`config.mk`:
```
export PLATFORM = sky130hd
export DESIGN_NAME = bus_dpram_capture_ctrl_flat
export DESIGN_NICKNAME = d
export VERILOG_FILES = /design/src/rtl/bus_dpram_capture_ctrl_if.sv /design/src/rtl/bus_dpram_capture_ctrl.sv /design/src/flat_wrapper.sv
export SDC_FILE = /design/constraint.sdc
export NUM_CORES = 1
export LEC_CHECK = 0
export ABC_AREA = 1
export BUFFER_PORTS_ARGS = -buffer_cell sky130_fd_sc_hd__buf_4
export CELL_PAD_IN_SITES_DETAIL_PLACEMENT = 1
export CELL_PAD_IN_SITES_GLOBAL_PLACEMENT = 1
export CORE_ASPECT_RATIO = 1.2
export CORE_MARGIN = 10
export CORE_UTILIZATION = 30
export CTS_CLUSTER_DIAMETER = 120
export DETAILED_ROUTE_END_ITERATION = 8
export GPL_TIMING_DRIVEN = 0
export PLACE_DENSITY_LB_ADDON = 0.1
export REMOVE_ABC_BUFFERS = 1
export SLEW_MARGIN = 20
export SYNTH_ARGS = -nofsm -noshare
export SYNTH_HDL_FRONTEND = slang
export SYNTH_SLANG_ARGS = --single-unit
```
`constraint.sdc`:
```
create_clock -name i_Bus_Clk -period 2 [get_ports i_Bus_Clk]
set_clock_uncertainty 0.05 [all_clocks]
set_input_delay 0.1 -clock i_Bus_Clk [delete_from_list [all_inputs] [get_ports i_Bus_Clk]]
set_output_delay 0.1 -clock i_Bus_Clk [all_outputs]
set_load 0.01 [all_outputs]
```
`src/rtl/bus_dpram_capture_ctrl_if.sv`:
```
// ---------------------------------------------------------------------------
// bus_dpram_capture_ctrl_if
// Purpose : 16-bit register bus between a bus master and the capture
//           sequencer's 4-register window.
// Signals : Bus_CS       chip select
//           Bus_Wr_Rd_n  1 = write, 0 = read
//           Bus_Addr8    byte address
//           Bus_Wr_Data  write data
//           Bus_Rd_Data  read data (valid when Bus_Rd_DV)
//           Bus_Rd_DV    read data valid, one cycle after an accepted read
// ---------------------------------------------------------------------------
interface bus_dpram_capture_ctrl_if;
  logic        Bus_CS;
  logic        Bus_Wr_Rd_n;
  logic [15:0] Bus_Addr8;
  logic [15:0] Bus_Wr_Data;
  logic [15:0] Bus_Rd_Data;
  logic        Bus_Rd_DV;

  modport master (
    output Bus_CS, Bus_Wr_Rd_n, Bus_Addr8, Bus_Wr_Data,
    input  Bus_Rd_Data, Bus_Rd_DV
  );

  modport slave (
    input  Bus_CS, Bus_Wr_Rd_n, Bus_Addr8, Bus_Wr_Data,
    output Bus_Rd_Data, Bus_Rd_DV
  );
endinterface

```
`src/rtl/bus_dpram_capture_ctrl.sv`:
```
// ---------------------------------------------------------------------------
// bus_dpram_capture_ctrl
// Purpose : capture sequencer feeding the write port of a bus-readable
//           16-bit dual-port RAM. A bus master programs LEN, arms, aborts and
//           polls status; after arm + trigger, samples are streamed into RAM
//           addresses 0,1,2.. (ring wrap) until LEN samples are stored.
// Ports   : i_Bus_Clk     single clock (also the RAM write clock)
//           i_Bus_Rst     synchronous active-high reset
//           bus           register bus (slave side)
//           i_Smp_DV      sample valid
//           i_Smp_Data    sample data
//           i_Trig        capture trigger, level-sampled while ARMED
//           o_Wr_Addr     RAM write address
//           o_Wr_DV       RAM write strobe
//           o_Wr_Data     RAM write data
//           o_Busy        high while ARMED or CAPTURE
//           o_Done_Pulse  one-cycle pulse on entry to DONE
// Registers (byte offsets from BASE_ADDR8, bit0 of address ignored):
//           0x0 CTRL  W: bit0 ARM, bit1 ABORT (self-clearing), reads 0
//           0x2 STAT  R: [1:0] state, [2] wrapped
//           0x4 LEN   R/W: samples per run, 0 means DEPTH
//           0x6 COUNT R: samples written this run
// ---------------------------------------------------------------------------
module bus_dpram_capture_ctrl #(
  parameter int unsigned DEPTH      = 256,
  parameter logic [15:0] BASE_ADDR8 = 16'h0000
) (
  input  logic                       i_Bus_Clk,
  input  logic                       i_Bus_Rst,
  bus_dpram_capture_ctrl_if.slave    bus,
  input  logic                       i_Smp_DV,
  input  logic [15:0]                i_Smp_Data,
  input  logic                       i_Trig,
  output logic [$clog2(DEPTH)-1:0]   o_Wr_Addr,
  output logic                       o_Wr_DV,
  output logic [15:0]                o_Wr_Data,
  output logic                       o_Busy,
  output logic                       o_Done_Pulse
);

  localparam int unsigned AW = $clog2(DEPTH);

  // Encoding is visible to software through STAT[1:0].
  typedef enum logic [1:0] {
    ST_IDLE    = 2'd0,
    ST_ARMED   = 2'd1,
    ST_CAPTURE = 2'd2,
    ST_DONE    = 2'd3
  } state_e;

  state_e          state_q;
  logic [15:0]     len_q;
  logic [15:0]     count_q;
  logic            wrapped_q;
  logic [AW-1:0]   ptr_q;
  logic            busy_q;
  logic            done_pulse_q;
  logic            wr_dv_q;
  logic [AW-1:0]   wr_addr_q;
  logic [15:0]     wr_data_q;
  logic            rd_dv_q;
  logic [15:0]     rd_data_q;

  // ---------------- bus decode ----------------
  logic       hit, rd_acc, wr_acc;
  logic [1:0] reg_sel;
  logic       ctrl_wr, len_wr, arm_req, abort_req;
  logic       unused_addr_bit0;

  assign hit       = bus.Bus_CS && (bus.Bus_Addr8[15:3] == BASE_ADDR8[15:3]);
  assign rd_acc    = hit && !bus.Bus_Wr_Rd_n;
  assign wr_acc    = hit &&  bus.Bus_Wr_Rd_n;
  assign reg_sel   = bus.Bus_Addr8[2:1];
  assign unused_addr_bit0 = bus.Bus_Addr8[0];

  assign ctrl_wr   = wr_acc && (reg_sel == 2'd0);
  assign len_wr    = wr_acc && (reg_sel == 2'd2);
  // ABORT dominates ARM when both bits are written together.
  assign abort_req = ctrl_wr && bus.Bus_Wr_Data[1];
  assign arm_req   = ctrl_wr && bus.Bus_Wr_Data[0] && !bus.Bus_Wr_Data[1];

  logic [15:0] rd_mux;
  always_comb begin
    // NOTE: default assignment first so every path drives rd_mux; no latch is inferred.
    rd_mux = '0;
    case (reg_sel)
      2'd1:    rd_mux = {13'd0, wrapped_q, state_q};
      2'd2:    rd_mux = len_q;
      2'd3:    rd_mux = count_q;
      default: rd_mux = '0;
    endcase
  end

  // ---------------- sample acceptance ----------------
  logic          active, accept, last_acc, ptr_at_end;
  logic [16:0]   eff_len, count_inc;
  logic [AW-1:0] ptr_d;

  assign active     = (state_q == ST_ARMED) || (state_q == ST_CAPTURE);
  // The sample presented in the trigger cycle is part of the run; an abort
  // in the same cycle suppresses it.
  assign accept     = i_Smp_DV && !abort_req &&
                      ((state_q == ST_CAPTURE) || ((state_q == ST_ARMED) && i_Trig));
  assign eff_len    = (len_q == 16'd0) ? 17'(DEPTH) : {1'b0, len_q};
  assign count_inc  = {1'b0, count_q} + 17'd1;
  assign last_acc   = accept && (count_inc == eff_len);
  assign ptr_at_end = (ptr_q == AW'(DEPTH - 1));
  assign ptr_d      = ptr_at_end ? '0 : ptr_q + AW'(1);

  // ---------------- state and datapath ----------------
  always_ff @(posedge i_Bus_Clk) begin
    if (i_Bus_Rst) begin
      // NOTE: sequential state uses non-blocking assignments so every register samples pre-edge values.
      state_q      <= ST_IDLE;
      len_q        <= '0;
      count_q      <= '0;
      wrapped_q    <= 1'b0;
      ptr_q        <= '0;
      busy_q       <= 1'b0;
      done_pulse_q <= 1'b0;
      wr_dv_q      <= 1'b0;
      wr_addr_q    <= '0;
      wr_data_q    <= '0;
      rd_dv_q      <= 1'b0;
      rd_data_q    <= '0;
    end else begin
      wr_dv_q      <= 1'b0;
      done_pulse_q <= 1'b0;
      rd_dv_q      <= rd_acc;
      if (rd_acc) rd_data_q <= rd_mux;

      // LEN is frozen while a run is in progress.
      if (len_wr && !active) len_q <= bus.Bus_Wr_Data;

      if (accept) begin
        wr_dv_q   <= 1'b1;
        wr_addr_q <= ptr_q;
        wr_data_q <= i_Smp_Data;
        ptr_q     <= ptr_d;
        count_q   <= count_q + 16'd1;
        if (ptr_at_end) wrapped_q <= 1'b1;
      end

      case (state_q)
        ST_IDLE, ST_DONE: begin
          // No sample is accepted in these states, so clearing here cannot
          // collide with the datapath update above.
          if (arm_req) begin
            state_q   <= ST_ARMED;
            busy_q    <= 1'b1;
            ptr_q     <= '0;
            count_q   <= '0;
            wrapped_q <= 1'b0;
          end
        end
        ST_ARMED: begin
          if (abort_req) begin
            state_q <= ST_IDLE;
            busy_q  <= 1'b0;
          end else if (i_Trig) begin
            if (last_acc) begin
              state_q      <= ST_DONE;
              busy_q       <= 1'b0;
              done_pulse_q <= 1'b1;
            end else begin
              state_q <= ST_CAPTURE;
            end
          end
        end
        ST_CAPTURE: begin
          if (abort_req) begin
            state_q <= ST_IDLE;
            busy_q  <= 1'b0;
          end else if (last_acc) begin
            state_q      <= ST_DONE;
            busy_q       <= 1'b0;
            done_pulse_q <= 1'b1;
          end
        end
      endcase
    end
  end

  assign o_Wr_Addr       = wr_addr_q;
  assign o_Wr_DV         = wr_dv_q;
  assign o_Wr_Data       = wr_data_q;
  assign o_Busy          = busy_q;
  assign o_Done_Pulse    = done_pulse_q;
  assign bus.Bus_Rd_Data = rd_data_q;
  assign bus.Bus_Rd_DV   = rd_dv_q;

endmodule

```
`src/flat_wrapper.sv`:
```
// flat-port wrapper written by rule: the top's interface ports become plain ports
module bus_dpram_capture_ctrl_flat 
#(
  parameter int unsigned DEPTH      = 256,
  parameter logic [15:0] BASE_ADDR8 = 16'h0000
)
  (i_Bus_Clk, i_Bus_Rst, i_Smp_DV, i_Smp_Data, i_Trig, o_Wr_Addr, o_Wr_DV, o_Wr_Data, o_Busy, o_Done_Pulse, bus_Bus_CS, bus_Bus_Wr_Rd_n, bus_Bus_Addr8, bus_Bus_Wr_Data, bus_Bus_Rd_Data, bus_Bus_Rd_DV);
  bus_dpram_capture_ctrl_if bus_i ();
  input  logic i_Bus_Clk;
  input  logic i_Bus_Rst;
  input  logic i_Smp_DV;
  input  logic [15:0] i_Smp_Data;
  input  logic i_Trig;
  output logic [$clog2(DEPTH)-1:0] o_Wr_Addr;
  output logic o_Wr_DV;
  output logic [15:0] o_Wr_Data;
  output logic o_Busy;
  output logic o_Done_Pulse;
  input wire logic [$bits(bus_i.Bus_CS)-1:0] bus_Bus_CS;
  input wire logic [$bits(bus_i.Bus_Wr_Rd_n)-1:0] bus_Bus_Wr_Rd_n;
  input wire logic [$bits(bus_i.Bus_Addr8)-1:0] bus_Bus_Addr8;
  input wire logic [$bits(bus_i.Bus_Wr_Data)-1:0] bus_Bus_Wr_Data;
  output wire logic [$bits(bus_i.Bus_Rd_Data)-1:0] bus_Bus_Rd_Data;
  output wire logic [$bits(bus_i.Bus_Rd_DV)-1:0] bus_Bus_Rd_DV;
  assign bus_i.Bus_CS = bus_Bus_CS;
  assign bus_i.Bus_Wr_Rd_n = bus_Bus_Wr_Rd_n;
  assign bus_i.Bus_Addr8 = bus_Bus_Addr8;
  assign bus_i.Bus_Wr_Data = bus_Bus_Wr_Data;
  assign bus_Bus_Rd_Data = bus_i.Bus_Rd_Data;
  assign bus_Bus_Rd_DV = bus_i.Bus_Rd_DV;
  bus_dpram_capture_ctrl #(.DEPTH(DEPTH), .BASE_ADDR8(BASE_ADDR8)) u_core (.i_Bus_Clk(i_Bus_Clk), .i_Bus_Rst(i_Bus_Rst), .bus(bus_i), .i_Smp_DV(i_Smp_DV), .i_Smp_Data(i_Smp_Data), .i_Trig(i_Trig), .o_Wr_Addr(o_Wr_Addr), .o_Wr_DV(o_Wr_DV), .o_Wr_Data(o_Wr_Data), .o_Busy(o_Busy), .o_Done_Pulse(o_Done_Pulse));
endmodule
```
After elaboration in Yosys (flattened, before gate mapping)
Cells that the tools add are included.
{"block": "totals", "ff_bits": 87}
{"block": "classes", "reduce_logical": 26, "mux": 32, "eq_ne": 11, "addsub": 3}
{"operator": "$mux 16", "count": 4}
{"operator": "$pmux 16 s3", "count": 1}
{"operator": "$mux 8", "count": 4}
{"operator": "$add 16x1->17 const B", "count": 1}
{"operator": "$eq 17x17->1", "count": 1}
{"operator": "$add 16x1->16 const B", "count": 1}
{"operator": "$logic_not 16->1", "count": 1}
{"operator": "$mux 1", "count": 15}
{"operator": "$logic_and 1x1->1", "count": 13}
{"operator": "$logic_not 13->1", "count": 1}
{"operator": "$mux 2", "count": 5}
{"operator": "$add 8x1->8 const B", "count": 1}
{"operator": "$eq 2x2->1 const B", "count": 4}
{"operator": "$eq 8x8->1 const B", "count": 1}
{"operator": "$pmux 2 s3", "count": 1}
{"operator": "$eq 2x1->1 const B", "count": 2}
{"operator": "$logic_not 1->1", "count": 4}
{"operator": "$logic_not 2->1", "count": 2}
{"operator": "$ne 3x1->1 const B", "count": 1}
{"operator": "$ne 3x2->1 const B", "count": 1}
{"operator": "$pmux 1 s3", "count": 1}
{"operator": "$reduce_and 3->1", "count": 1}
{"operator": "$logic_or 1x1->1", "count": 2}
{"operator": "$ne 2x1->1 const B", "count": 1}
{"operator": "other kinds (3)", "count": 3}

Longest topological paths before layout
Gate-level depths: netlist of run 1.
{"block": "logic_depth", "depth_word": 13, "ltp_mapped": 18}

Least setup slack after synthesis of run 1
Ideal clock, no wire load.
{"block": "synth_timing", "path_type": "register to register", "from": "register u_core.count_q[0]", "to": "register u_core.state_q[0]", "path_stages_with_launch": 17, "slack_ns": 0.096, "setup_time_ns": 0.113, "n_path_buf": 0, "arrival_ns": 1.741, "path_cell_list": "dfxtp_1 ha_1 nand3_2 inv_2 nand2_4 o21ai_2 nand2_1 nand2_1 nand2_1 inv_2 nand2_1 nor2_2 nand2_2 nand2_2 nand2_2 nor2_1 nor2_1"}
{"block": "synth_via", "elab_chain_cells": 7, "word_cells_on_any_way": 9, "cone_classes": "add/sub: 1; eq/ne: 2; mux: 4; reduce/logical: 2"}
{"item": "start: declaration", "line_no": "bus_dpram_capture_ctrl.sv:53", "rtl": "logic [15:0] count_q;"}
{"item": "start signal: assignment", "line_no": "bus_dpram_capture_ctrl.sv:140", "rtl": "count_q <= count_q + 16'd1;"}
{"item": "$add 16x1->17 *", "line_no": "bus_dpram_capture_ctrl.sv:105", "rtl": "assign count_inc = {1'b0, count_q} + 17'd1;"}
{"item": "$eq 17x17->1 *", "line_no": "bus_dpram_capture_ctrl.sv:106", "rtl": "assign last_acc = accept && (count_inc == eff_len);"}
{"item": "$logic_and 1x1->1 *", "line_no": "bus_dpram_capture_ctrl.sv:106"}
{"item": "$mux 1", "line_no": "bus_dpram_capture_ctrl.sv:161", "rtl": "if (last_acc) begin"}
{"item": "$mux 2", "line_no": "bus_dpram_capture_ctrl.sv:160", "rtl": "end else if (i_Trig) begin"}
{"item": "$mux 2", "line_no": "bus_dpram_capture_ctrl.sv:157", "rtl": "if (abort_req) begin"}
{"item": "$pmux 2 s3", "line_no": "bus_dpram_capture_ctrl.sv:144", "rtl": "case (state_q)"}
{"item": "end signal: assignment", "line_no": "bus_dpram_capture_ctrl.sv:149", "rtl": "state_q <= ST_ARMED;"}
{"item": "end signal: assignment", "line_no": "bus_dpram_capture_ctrl.sv:158", "rtl": "state_q <= ST_IDLE;"}
{"item": "end signal: assignment", "line_no": "bus_dpram_capture_ctrl.sv:162", "rtl": "state_q <= ST_DONE;"}
{"item": "end: declaration", "line_no": "bus_dpram_capture_ctrl.sv:51", "rtl": "state_e state_q;"}
Mark *: on every way between the ends. The rest lies on a longest branch, timed or not. The select of a mux whose other input is x is not followed.
A chain may end at the register's enable or synchronous reset.

Final worst setup path of run 1
{"block": "layout_timing", "from": "register u_core.count_q[0]", "to": "register u_core.state_q[1]"}
{"block": "layout_via", "elab_chain_cells": 5}
{"item": "$add 16x1->17", "line_no": "bus_dpram_capture_ctrl.sv:105"}
{"item": "$eq 17x17->1", "line_no": "bus_dpram_capture_ctrl.sv:106"}
{"item": "$logic_and 1x1->1", "line_no": "bus_dpram_capture_ctrl.sv:106"}
{"item": "$ne 3x1->1 (no line)"}
{"item": "$reduce_and 3->1 (no line)"}
{"item": "end signal: assignment", "line_no": "bus_dpram_capture_ctrl.sv:114", "rtl": "state_q <= ST_IDLE;"}
{"item": "end signal: assignment", "line_no": "bus_dpram_capture_ctrl.sv:149"}
{"item": "end signal: assignment", "line_no": "bus_dpram_capture_ctrl.sv:158"}
No other way between the ends.

==> results of run 1 <==
through the flow:
| step | total power [uW] | utilization [%] |
|---|---|---|
| floorplan | 2032 | - |
| finish | 4031 | 43.93 |
| CTS | 4067 | 42.45 |
| global placement | 2227 | 36.24 |
| detailed placement | 2250 | 36.68 |
| global route | 4212 | 43.93 |
cell families (layout without fill, tap and decap cells):
group           count (synthesis)  after routing  share of synthesized area, %
compound gates                141            141                         18.22
xor+xnor                        5              5                         1.011
fa+ha+maj                       4              4                         1.155
buf+inv                        97            242                         8.547
flops                          87             87                         40.20
simple gates                  289            289                         30.87
final cells by class:
| class | count | share of cell area (%) |
|---|---|---|
| clock buffers | 9 | 3.586 |
| multi-input cells | 439 | 37.66 |
| repair buffers | 152 | 20.68 |
| flip-flops and latches | 87 | 28.25 |
| inverters | 74 | 5.021 |
| clock inverters | 6 | 1.136 |
| repair inverters | 1 | 0.1793 |
| well taps | 175 | 3.487 |
power groups by stage:
stage                     Clock (uW)  Sequential (uW)  Combinational, uW
after detailed placement           0             1840                405
after CTS                       1780             1810                479
after global placement             0             1840                383
after floorplan                    0             1850                184
final                           1730             1810                499
after global routing            1850             1810                553
metal layers:
metal  share of wire [%]  track usage, %  vias up
met1                  40           17.22     2244
li1                    -               -     2334
met3                 5.3           5.012       23
met4                 2.0           6.081        0
met5                   0               0        -
met2                  52           30.66       80
worst max-delay path: stages, from the launching register on:
cell	delay, ns
dfxtp_4	0.38
ha_4	0.16
nand3_4	0.10
nor2_4	0.15
nand3_2	0.08
nand2_2	0.08
nand2_2	0.06
nand2_2	0.07
nand2_1	0.05
nor2_1	0.13
nand2_1	0.10
nor2_2	0.14
nand2_2	0.09
nand2_2	0.08
buf_4	0.10
nand3_1	0.06
a21oi_1	0.15
how the worst min path moves through the flow:
stage                          end  slack [ns]               start
2_1_floorplan        u_core.o_Busy        0.12           i_Bus_Rst
6_report           u_core.len_q[7]        0.01  bus_Bus_Wr_Data[7]
5_1_grt            u_core.len_q[7]        0.02  bus_Bus_Wr_Data[7]
4_1_cts            u_core.len_q[7]       0.003  bus_Bus_Wr_Data[7]
3_5_place_dp   u_core.o_Wr_Data[3]        0.28       i_Smp_Data[3]
3_3_place_gp   u_core.o_Wr_Data[6]        0.27       i_Smp_Data[6]
timing repair:
action	4_1_cts	5_1_grt
hold buffers	30	0
buffers inserted	12	12
gates cloned	1	1
pin swaps	15	23
endpoints found under the setup margin	38	53
resized for setup	34	38
endpoints found under the hold margin	30	0
layout by cell type, fill, tap and decap left out, types with 2 or more instances in the layout:
master / instances
buf_4: 117
and3_1: 2
o211ai_1: 2
nand3_2: 8
nand3b_1: 2
dfxtp_1: 73
nand3_1: 24
clkinvlp_4: 3
a21oi_2: 3
nor2_1: 92
nand2_4: 2
dfxtp_4: 6
dlygate4sd3_1: 30
nand2_2: 30
clkbuf_16: 9
nor2_4: 8
ha_2: 2
nor4_1: 3
o21ai_1: 3
inv_2: 6
o21ai_0: 54
buf_12: 3
inv_6: 2
nand4_1: 13
nor2_2: 8
nor3_1: 2
a211oi_1: 17
nand2_1: 87
dfxtp_2: 8
o22ai_1: 15
inv_1: 64
clkinv_4: 2
a21oi_1: 41
xor2_1: 4
registers in the layout (all words and copies together), names as in the netlist:
signal,flops
u_core.o_Wr_Data,16
u_core.state_q,2
u_core.o_Done_Pulse,1
u_core.bus.Bus_Rd_Data,16
u_core.ptr_q,8
u_core.o_Busy,1
u_core.o_Wr_DV,1
u_core.o_Wr_Addr,8
u_core.count_q,16
u_core.wrapped_q,1
u_core.len_q,16
u_core.bus.Bus_Rd_DV,1
==> results by group, run 1 <==
Critical path
  – Worst R2R Start: u_core.count_q[0]
  – Reg-to-reg slack, setup: -0.12 ns
  – WS Path Type: flop to flop
  – Crit path launch: u_core.count_q[0]
  – R2R depth: 16
  – CP endpoint kind: flop
  – Critical Path End: u_core.state_q[1]
  – WP data required: ~2.2 ns
  – Max FO, Critical Path: 4
  – CP arrival: between 2 and 2.5 ns
  – Critical R2R Capture: u_core.state_q[1]
  – Worst setup SP type: flop

Clock tree
  – Clk_lat worst skew: 0.35 ns
  – TritonCTS clock tree: built
  – Clock transition time at the flip-flop clock pins of the worst setup and hold paths: 0.07 ns
  – Clk root buf: clkbuf_16
  – Clk buf depth: 2
  – Htree depth: 3
  – Clock sinks: 87
  – Number of CTS-inserted buffers: 9

Floorplan
  – Die W: between 100 and 150 um
  – Row cnt: between 40 and 50
  – Die ar.: ~20,000 um2
  – Num ports: 98
  – Starting Density: roughly 30%
  – Total core area: about 14,000 um2
  – Die Span Y: around 150 um

STA
  – Final setup margin: -0.1203 ns
  – Max Fclk: ~470 MHz
  – Setup Viol. Count Final: 5
  – Tmin final: between 2 and 2.5 ns
  – Least-Margin Pin Slew: ~0.77 ns
  – Fin crit share: 106.0%
  – Final hold slack: 0.01216 ns
  – RSZ-0062 raised after global routing: true
  – Slew Viols, Final: 0
  – Hold violation count in the final report: 0
  – Setup TNS: -0.2394 ns
  – Relative slew slack: 48.62%

Layout
  – # diodes: 0
  – Design area: 6280 um2
  – Multi-input logic area: roughly 2400 um2
  – Fillers: 1,754
  – Area delta synth->final: 44.93%
  – Sequential cell area: approximately 1800 um2
  – Layout net count: around 800
  – Share of cells above drive strength 1: about 30%
  – Fin cells: ~940

Worst hold path
  – Worst Hold Depth: 3
  – Hold WC Path Type: input port to flop

Global routing
  – First-pass GRT wire length: ~26 mm
  – Vias in the first global route: around 5,000
  – Initial antenna violation count: 0
  – Total congestion overflow: 0
  – Largest net degree at the start of global routing: 43
  – Total track usage: between 15 and 20%

Synthesis
  – Mapped Cells: between 600 and 700
  – Most frequent cells after synthesis: 102 x nand2_1, 99 x nor2_1, 87 x dfxtp_1, 69 x inv_1, 55 x o21ai_0
  – Most common flop cell mapped by yosys: dfxtp_1
  – Yosys Warn Count: 0
  – Yosys top cell by area: dfxtp_1
  – Most frequent cell after synthesis: nand2_1
  – Netlist Area Pre-Place: between 4000 and 5000 um2
  – Post-synthesis register bit count: 87
  – Largest cells by area after synthesis: dfxtp_1 40%, nand2_1 8.8%, nor2_1 8.6%, o21ai_0 6.4%, inv_1 6.0%
  – Seq/Total Area, Yosys: 40.20%
  – Syn_area_per_cell: 6.955 um2
  – Yosys cell types: 39
  – Post-synth EDFFs: 0
  – Fraction of registers with async set/reset: 0%
  – Synth top area share: 40.20%

Routing
  – Routed Wire Length: between 15 and 20 mm
  – DR vias: between 4,000 and 5,000
  – Vias/cell: approximately 5
  – First-pass DRT Iterations: 5
  – Post-DRT Antenna Nets: 0
  – Drt drc: 0
  – 1st-iter DRT viols: slightly above 100
  – Wire per inst: ~17 um

Place
  – Inst Count DP: about 870
  – Area after DPL: ~5200 um2
  – Post-DP HPWL: about 11 mm
  – Placement Setup Slack: -0.3498 ns
  – PortBufs: 96
  – Gp weighted congestion: ~0.90

Status
  – Failing checks: setup timing
  – Status: complete, but fails checks

Pwr
  – Switching Fraction: between 20% and 30%
  – Internal power component: ~3000 uW
  – Sequential share of power: roughly 45%
  – Leakage: between 0.002 and 0.003 uW
  – Logic pwr share: about an eighth
  – NetSw: 1053 uW
  – Clk pwr share: around 43%
  – Peak supply drop: ~0.38 mV
  – PwrDens: ~640 nW/um2

Job
  – Max-cap violation count: 0
No activity file was read; power rests on OpenSTA's default activity.
==> run 2: changes to the inputs <==
- CAP_MARGIN: default -> 15
- CORE_ASPECT_RATIO: 1.2 -> 0.5
==> run 2 against run 1 <==
Net effect:
- clock-buffer cell count is the same
- highest routed layer unchanged
- critical endpoint is now u_core.state_q[0]
- combinational power decreased by 2%
- the run still ends with setup timing left
- core utilization up 0.98 points
- critical path type unchanged
- clock power up 5%
- register-to-register slack improved by 0.03 ns
- sequential share of layout area up 0.15 points
==> results by group, run 2 (synthesis results as in run 1) <==
Status
  – Status: complete, but fails checks
  – Failing checks: setup timing

Routing
  – Drt drc: 0
  – Routed Wire Length: approximately 16 mm
  – Wire per inst: about 17 um
  – Vias/cell: 4.800
  – DR vias: between 4,000 and 5,000
  – First-pass DRT Iterations: 4
  – 1st-iter DRT viols: between 150 and 200
  – Post-DRT Antenna Nets: 0

Floorplan
  – Die W: 190.0 um
  – Die Span Y: between 100 and 150 um
  – Num ports: about 100
  – Row cnt: 30
  – Starting Density: ~31%
  – Die ar.: around 20,000 um2
  – Total core area: 13,850 um2

STA
  – Relative slew slack: about half
  – RSZ-0062 raised after global routing: true
  – Least-Margin Pin Slew: 0.7657 ns
  – Max Fclk: about 480 MHz
  – Fin crit share: 104.7%
  – Hold violation count in the final report: 0
  – Tmin final: 2.094 ns
  – Setup Viol. Count Final: 3
  – Final setup margin: -0.09389 ns
  – Slew Viols, Final: 0

Global routing
  – Vias in the first global route: approximately 4,800
  – Initial antenna violation count: 0
  – Total congestion overflow: 0
  – First-pass GRT wire length: around 26 mm
  – Largest net degree at the start of global routing: 43
  – Total track usage: 15.91%

Critical path
  – CP endpoint kind: flop
  – CP cell instances: ha_4, nand3_4, nor2_4, inv_1, nand2_1, nand2_1, nand2_1, nand2_1, nor2_2, nand3_2, nor2_4, nand2_2, nand2_2, nand2_2, nand2_1, nand2_1, nor2_1
  – Max FO, Critical Path: 4
  – Slowest cell delay on critical path: 0.38 ns
  – CP arrival: roughly 2.3 ns
  – Worst setup SP type: flop
  – Most common cell on crit path: nand2_1
  – Slowest stage cell on the critical path: dfxtp_4
  – WS Path Type: flop to flop
  – WP data required: 2.23 ns

Layout
  – Fillers: between 1,500 and 2,000
  – Most frequent cells in the layout: 118 x buf_4, 93 x nand2_1, 92 x nor2_1, 75 x dfxtp_1, 64 x inv_1
  – # diodes: 0
  – Area delta synth->final: 43.58%
  – Share of cells above drive strength 1: between 20 and 30%
  – Design area: roughly 6200 um2
  – Layout net count: between 800 and 900
  – Leading cell type in the layout, fill and taps excluded: buf_4
  – Fin cells: around 960

Job
  – Max-cap violation count: 0

Place
  – PortBufs: 96
  – Inst Count DP: 889
  – Gp weighted congestion: approximately 0.84
  – Post-DP HPWL: approximately 11 mm
  – Area after DPL: 5236 um2

Pwr
  – Leakage: approximately 0.0026 uW
  – PwrDens: 661.3 nW/um2
  – Peak supply drop: between 0.3 and 0.4 mV

Clock tree
  – Htree depth: 3
  – TritonCTS clock tree: built
  – Clk_lat worst skew: around 0.35 ns
  – Clock sinks: 87
  – Number of CTS-inserted buffers: 9
  – Clk buf depth: 2
  – Clk root buf: clkbuf_16
  – Clock transition time at the flip-flop clock pins of the worst setup and hold paths: ~0.070 ns

Worst hold path
  – Hold WC Path Type: input port to flop
[run 2: layer usage]
layer / routed length (um) / track usage (%) / vias up
met1: 7612 / 20.48 / 2168
li1: - / - / 2342
met3: 872 / 4.512 / 10
met2: 7494 / 25.71 / 78
met5: 0 / 0 / -
met4: 112 / 3.547 / 0
[run 2: per-stage QoR]
step	setup slack (ns)	power [uW]	setup TNS [ns]	util [%]	hold WS, ns
floorplan	-1.742	2032	-66.60	-	0.1191
global route	-0.2680	4313	-1.557	44.91	0.01909
detailed placement	-0.5561	2240	-19.68	37.80	0.2785
finish	-0.09389	4114	-0.1803	44.91	0.01464
global placement	-4.153	2230	-171.41	37.55	0.2693
CTS	-0.05853	4145	-0.08184	43.52	0.006543
[run 2: worst paths after layout]
kind | slack, ns | to | cells after the start | startpoint
setup / recovery | -0.09 | u_core.state_q[0] | 17 | u_core.count_q[1]
hold / removal | 0.01 | u_core.len_q[14] | 3 | bus_Bus_Wr_Data[14]
hold reg to reg | 0.40 | u_core.bus.Bus_Rd_Data[13] | 2 | u_core.bus.Bus_Rd_Data[13]
setup reg to reg | -0.09 | u_core.state_q[0] | 17 | u_core.count_q[1]
[run 2: cell type report]
cell class                 instances  area [um2]  area share [%]
multi-input combinational        440        2399           38.56
clock inverter                     7       86.33           1.388
timing repair buffer             149        1212           19.49
inverter                          74       291.5           4.686
tap                              192       240.2           3.862
clock buffer                       9       225.2           3.620
sequential                        87        1767           28.40
[run 2: power breakdown]
group / switching, uW / total (uW) / internal, uW
clock network: 817 / 1820 / 1000
logic: 259 / 487 / 228
registers: 37.7 / 1810 / 1770
total: 1110 / 4110 / 3000
[run 2: critical path, delay by kind of cell (launching register included)]
| family | cells | cell delay [ns] |
|---|---|---|
| simple gates | 15 | 1.38 |
| fa+ha+maj | 1 | 0.15 |
| flops | 1 | 0.38 |
| buf+inv | 1 | 0.06 |
[run 2: what timing repair did]
action,CTS,global route
hold buffers,29,0
hold endpoints to repair,29,0
endpoints found under the setup margin,48,47
cloned,1,1
gates resized for setup,31,33
pin swaps,12,11
buffers inserted,12,10
==> run 3: changes to the inputs <==
- ABC_AREA: 1 -> default
==> run 3 against run 2 <==
Net effect:
- the run still ends with setup timing left
- core utilization increased by 0.44 points
- largest cell class unchanged
- maximum frequency decreased by 28%
- sequential cell count unchanged
==> results by group, run 3 <==
Synthesis
  – Most frequent cell after synthesis: dfxtp_1
  – Seq/Total Area, Yosys: ~40%
  – Adder-cell share of the synthesized area: ~1.2%
  – Post-synthesis register bit count: between 80 and 90
  – Post-Synth Simple-Gate Area: about a quarter
  – Synth top area share: between 40% and 50%
  – Post-synthesis mux area share: 8.051%
  – Largest cells by area after synthesis: dfxtp_1 40%, nand2_1 7.2%, a21oi_1 5.4%, nor2_1 5.1%, xnor2_1 4.8%
  – Netlist Area Pre-Place: between 4000 and 5000 um2
  – Yosys cell types: 61
  – Mapped Cells: about 520
  – Most frequent cells after synthesis: 87 x dfxtp_1, 84 x nand2_1, 59 x nor2_1, 47 x a21oi_1, 25 x clkbuf_1
  – Largest family of logic cells by synthesized area: simple AND/OR/NAND/NOR gates
  – Xor/xnor share of the synthesized area: approximately 8.2%
  – Syn_area_per_cell: roughly 8.4 um2
  – Fraction of registers with async set/reset: 0%
  – Yosys Warn Count: 0
  – Synth Area in Compound Gates: between 10% and 20%
  – Yosys top cell by area: dfxtp_1
  – Post-synth EDFFs: 0
  – Most common flop cell mapped by yosys: dfxtp_1

Status
  – Status: complete, but fails checks
  – Failing checks: setup timing

Critical path
  – Crit path buf inv count: 0
  – WS Path Type: flop to flop
  – Cell family with most CP delay: simple AND/OR/NAND/NOR gates
  – Worst setup SP type: flop
  – Slowest stage cell on the critical path: or4_4
  – Max FO, Critical Path: 5
  – WP data required: about 2.2 ns
  – Slowest cell delay on critical path: 0.54 ns
  – CP arrival: 3.14 ns
  – CP endpoint kind: flop
  – CP cell instances: ha_4, nand3_4, nor3_4, xnor3_1, or3_1, or4_4, or4_1, a21oi_1

Pwr
  – Leakage: approximately 0.0024 uW
  – Peak supply drop: roughly 0.35 mV
  – Power Total: approximately 3700 uW
  – PwrDens: roughly 580 nW/um2

Routing
  – Wire per inst: ~18 um
  – DR vias: between 4,000 and 5,000
  – Post-DRT Antenna Nets: 0
  – Vias/cell: slightly below 5
  – 1st-iter DRT viols: around 180
  – Routed Wire Length: 15.20 mm
  – First-pass DRT Iterations: 4
  – Drt drc: 0

Clock tree
  – Clk_lat worst skew: 0.35 ns
  – TritonCTS clock tree: built
  – Number of CTS-inserted buffers: 9
  – Clk buf depth: 2
  – Clk root buf: clkbuf_16
  – Clock transition time at the flip-flop clock pins of the worst setup and hold paths: approximately 0.07 ns
  – Clock sinks: 87
  – Htree depth: 3

Floorplan
  – Die Span Y: about 110 um
  – Num ports: slightly below 100
  – Total core area: 13,890 um2
  – Die ar.: between 20,000 and 25,000 um2
  – Row cnt: 30
  – Starting Density: between 30% and 40%
  – Die W: ~190 um

Place
  – PortBufs: 96
  – Post-DP HPWL: just over 10 mm
  – Placement Setup Slack: -1.490 ns
  – Gp weighted congestion: 0.7913

Global routing
  – First-pass GRT wire length: ~24 mm
  – Largest net degree at the start of global routing: 66
  – Vias in the first global route: ~4,400
  – Total congestion overflow: 0
  – Total track usage: between 15 and 20%
  – Initial antenna violation count: 0

STA
  – Final setup margin: -0.9060 ns
  – Relative slew slack: between 50 and 60%
  – Hold violation count in the final report: 0
  – Least-Margin Pin Slew: 0.7457 ns
  – Tmin final: 2.906 ns
  – Slew Viols, Final: 0
  – Max Fclk: ~340 MHz
  – Setup Viol. Count Final: 36
  – RSZ-0062 raised after global routing: true
  – Fin crit share: 145.3%

Layout
  – Fillers: between 1,500 and 2,000
  – Layout net count: between 700 and 800
  – Leading cell type in the layout, fill and taps excluded: buf_4
  – Share of cells above drive strength 1: between 30% and 40%
  – Area delta synth->final: 44.74%
  – Most frequent cells in the layout: 116 x buf_4, 82 x nand2_1, 69 x dfxtp_1, 58 x nor2_1, 46 x a21oi_1
  – # diodes: 0

Worst hold path
  – Hold WC Path Type: input port to flop

Job
  – Max-cap violation count: 0
[run 3: cell count changes after synthesis, moves of 11 or more]
cell,before,now
nand2_2,16,1
o22ai_1,15,1
nand3_1,27,16
nor3_1,2,13
nand2_1,102,84
inv_1,69,5
xnor2_1,1,24
nor2_1,99,59
mux2i_1,0,17
a211oi_1,18,2
mux2_2,0,16
o21ai_0,55,7
[run 3: cell type report]
type / count / area, um2 / share of cell area (%)
Timing Repair Buffer: 154 / 1313 / 20.84
Clock buffer: 10 / 239.0 / 3.794
Clock inverter: 6 / 62.56 / 0.9932
Tap cell: 192 / 240.2 / 3.814
Sequential cell: 87 / 1774 / 28.17
Inverter: 5 / 18.77 / 0.2980
Multi-Input combinational cell: 391 / 2651 / 42.09
[run 3: per-layer routing]
metal / vias to the layer above / global-route usage (%) / routed length (um)
met5: - / 0 / 0
met4: 0 / 3.966 / 159
met3: 12 / 4.977 / 1080
met2: 86 / 23.18 / 6632
met1: 2003 / 19.54 / 7322
li1: 2059 / - / -
[run 3: through the flow]
step / hold WS, ns / setup TNS (ns) / utilization, % / std cells / area (um2)
floorplan: 0.1191 / -37.78 / - / 483 / 4141
global placement: 0.2838 / -127.99 / 36.74 / 771 / 5102
detailed placement: 0.2979 / -34.34 / 37.30 / 773 / 5180
CTS: 0.07123 / -5.930 / 44.36 / 839 / 6161
global route: 0.08822 / -11.65 / 45.35 / 845 / 6299
finish: 0.07722 / -5.775 / 45.35 / 845 / 6299
[run 3: where the power goes]
part / leakage, uW / total [uW] / internal (uW) / switching, uW
clock network: 0.000148 / 1730 / 911 / 820
logic: 0.00156 / 196 / 117 / 79.3
registers: 0.000711 / 1720 / 1720 / 0.0244
total: 0.00242 / 3650 / 2750 / 900
[run 3: worst paths after layout]
kind	start	slack, ns	endpoint	cells after the start
hold reg to reg	u_core.bus.Bus_Rd_Data[8]	0.41	u_core.bus.Bus_Rd_Data[8]	2
hold / removal	bus_Bus_Addr8[2]	0.08	u_core.bus.Bus_Rd_Data[15]	3
setup reg to reg	u_core.count_q[0]	-0.91	u_core.state_q[0]	8
setup / recovery	u_core.count_q[0]	-0.91	u_core.state_q[0]	8
[run 3: tightest hold or removal path: stages]
cell     delay, ns
buf_4         0.19
nand3_1       0.09
a21oi_1       0.06
[run 3: timing repair]
action                                  in CTS  in global routing
gates cloned                                 0                  0
gates resized for setup                     52                 16
pin swaps                                   16                  9
endpoints found under the setup margin      69                 66
setup buffers                               18                  6
hold endpoints to repair                    32                  0
hold buffers                                32                  0
[run 3: kinds of logic after synthesis]
group	Yosys count
buf+inv	43
simple gates	235
flops	87
compound gates	80
mux	33
fa+ha+maj	4
xor+xnor	39
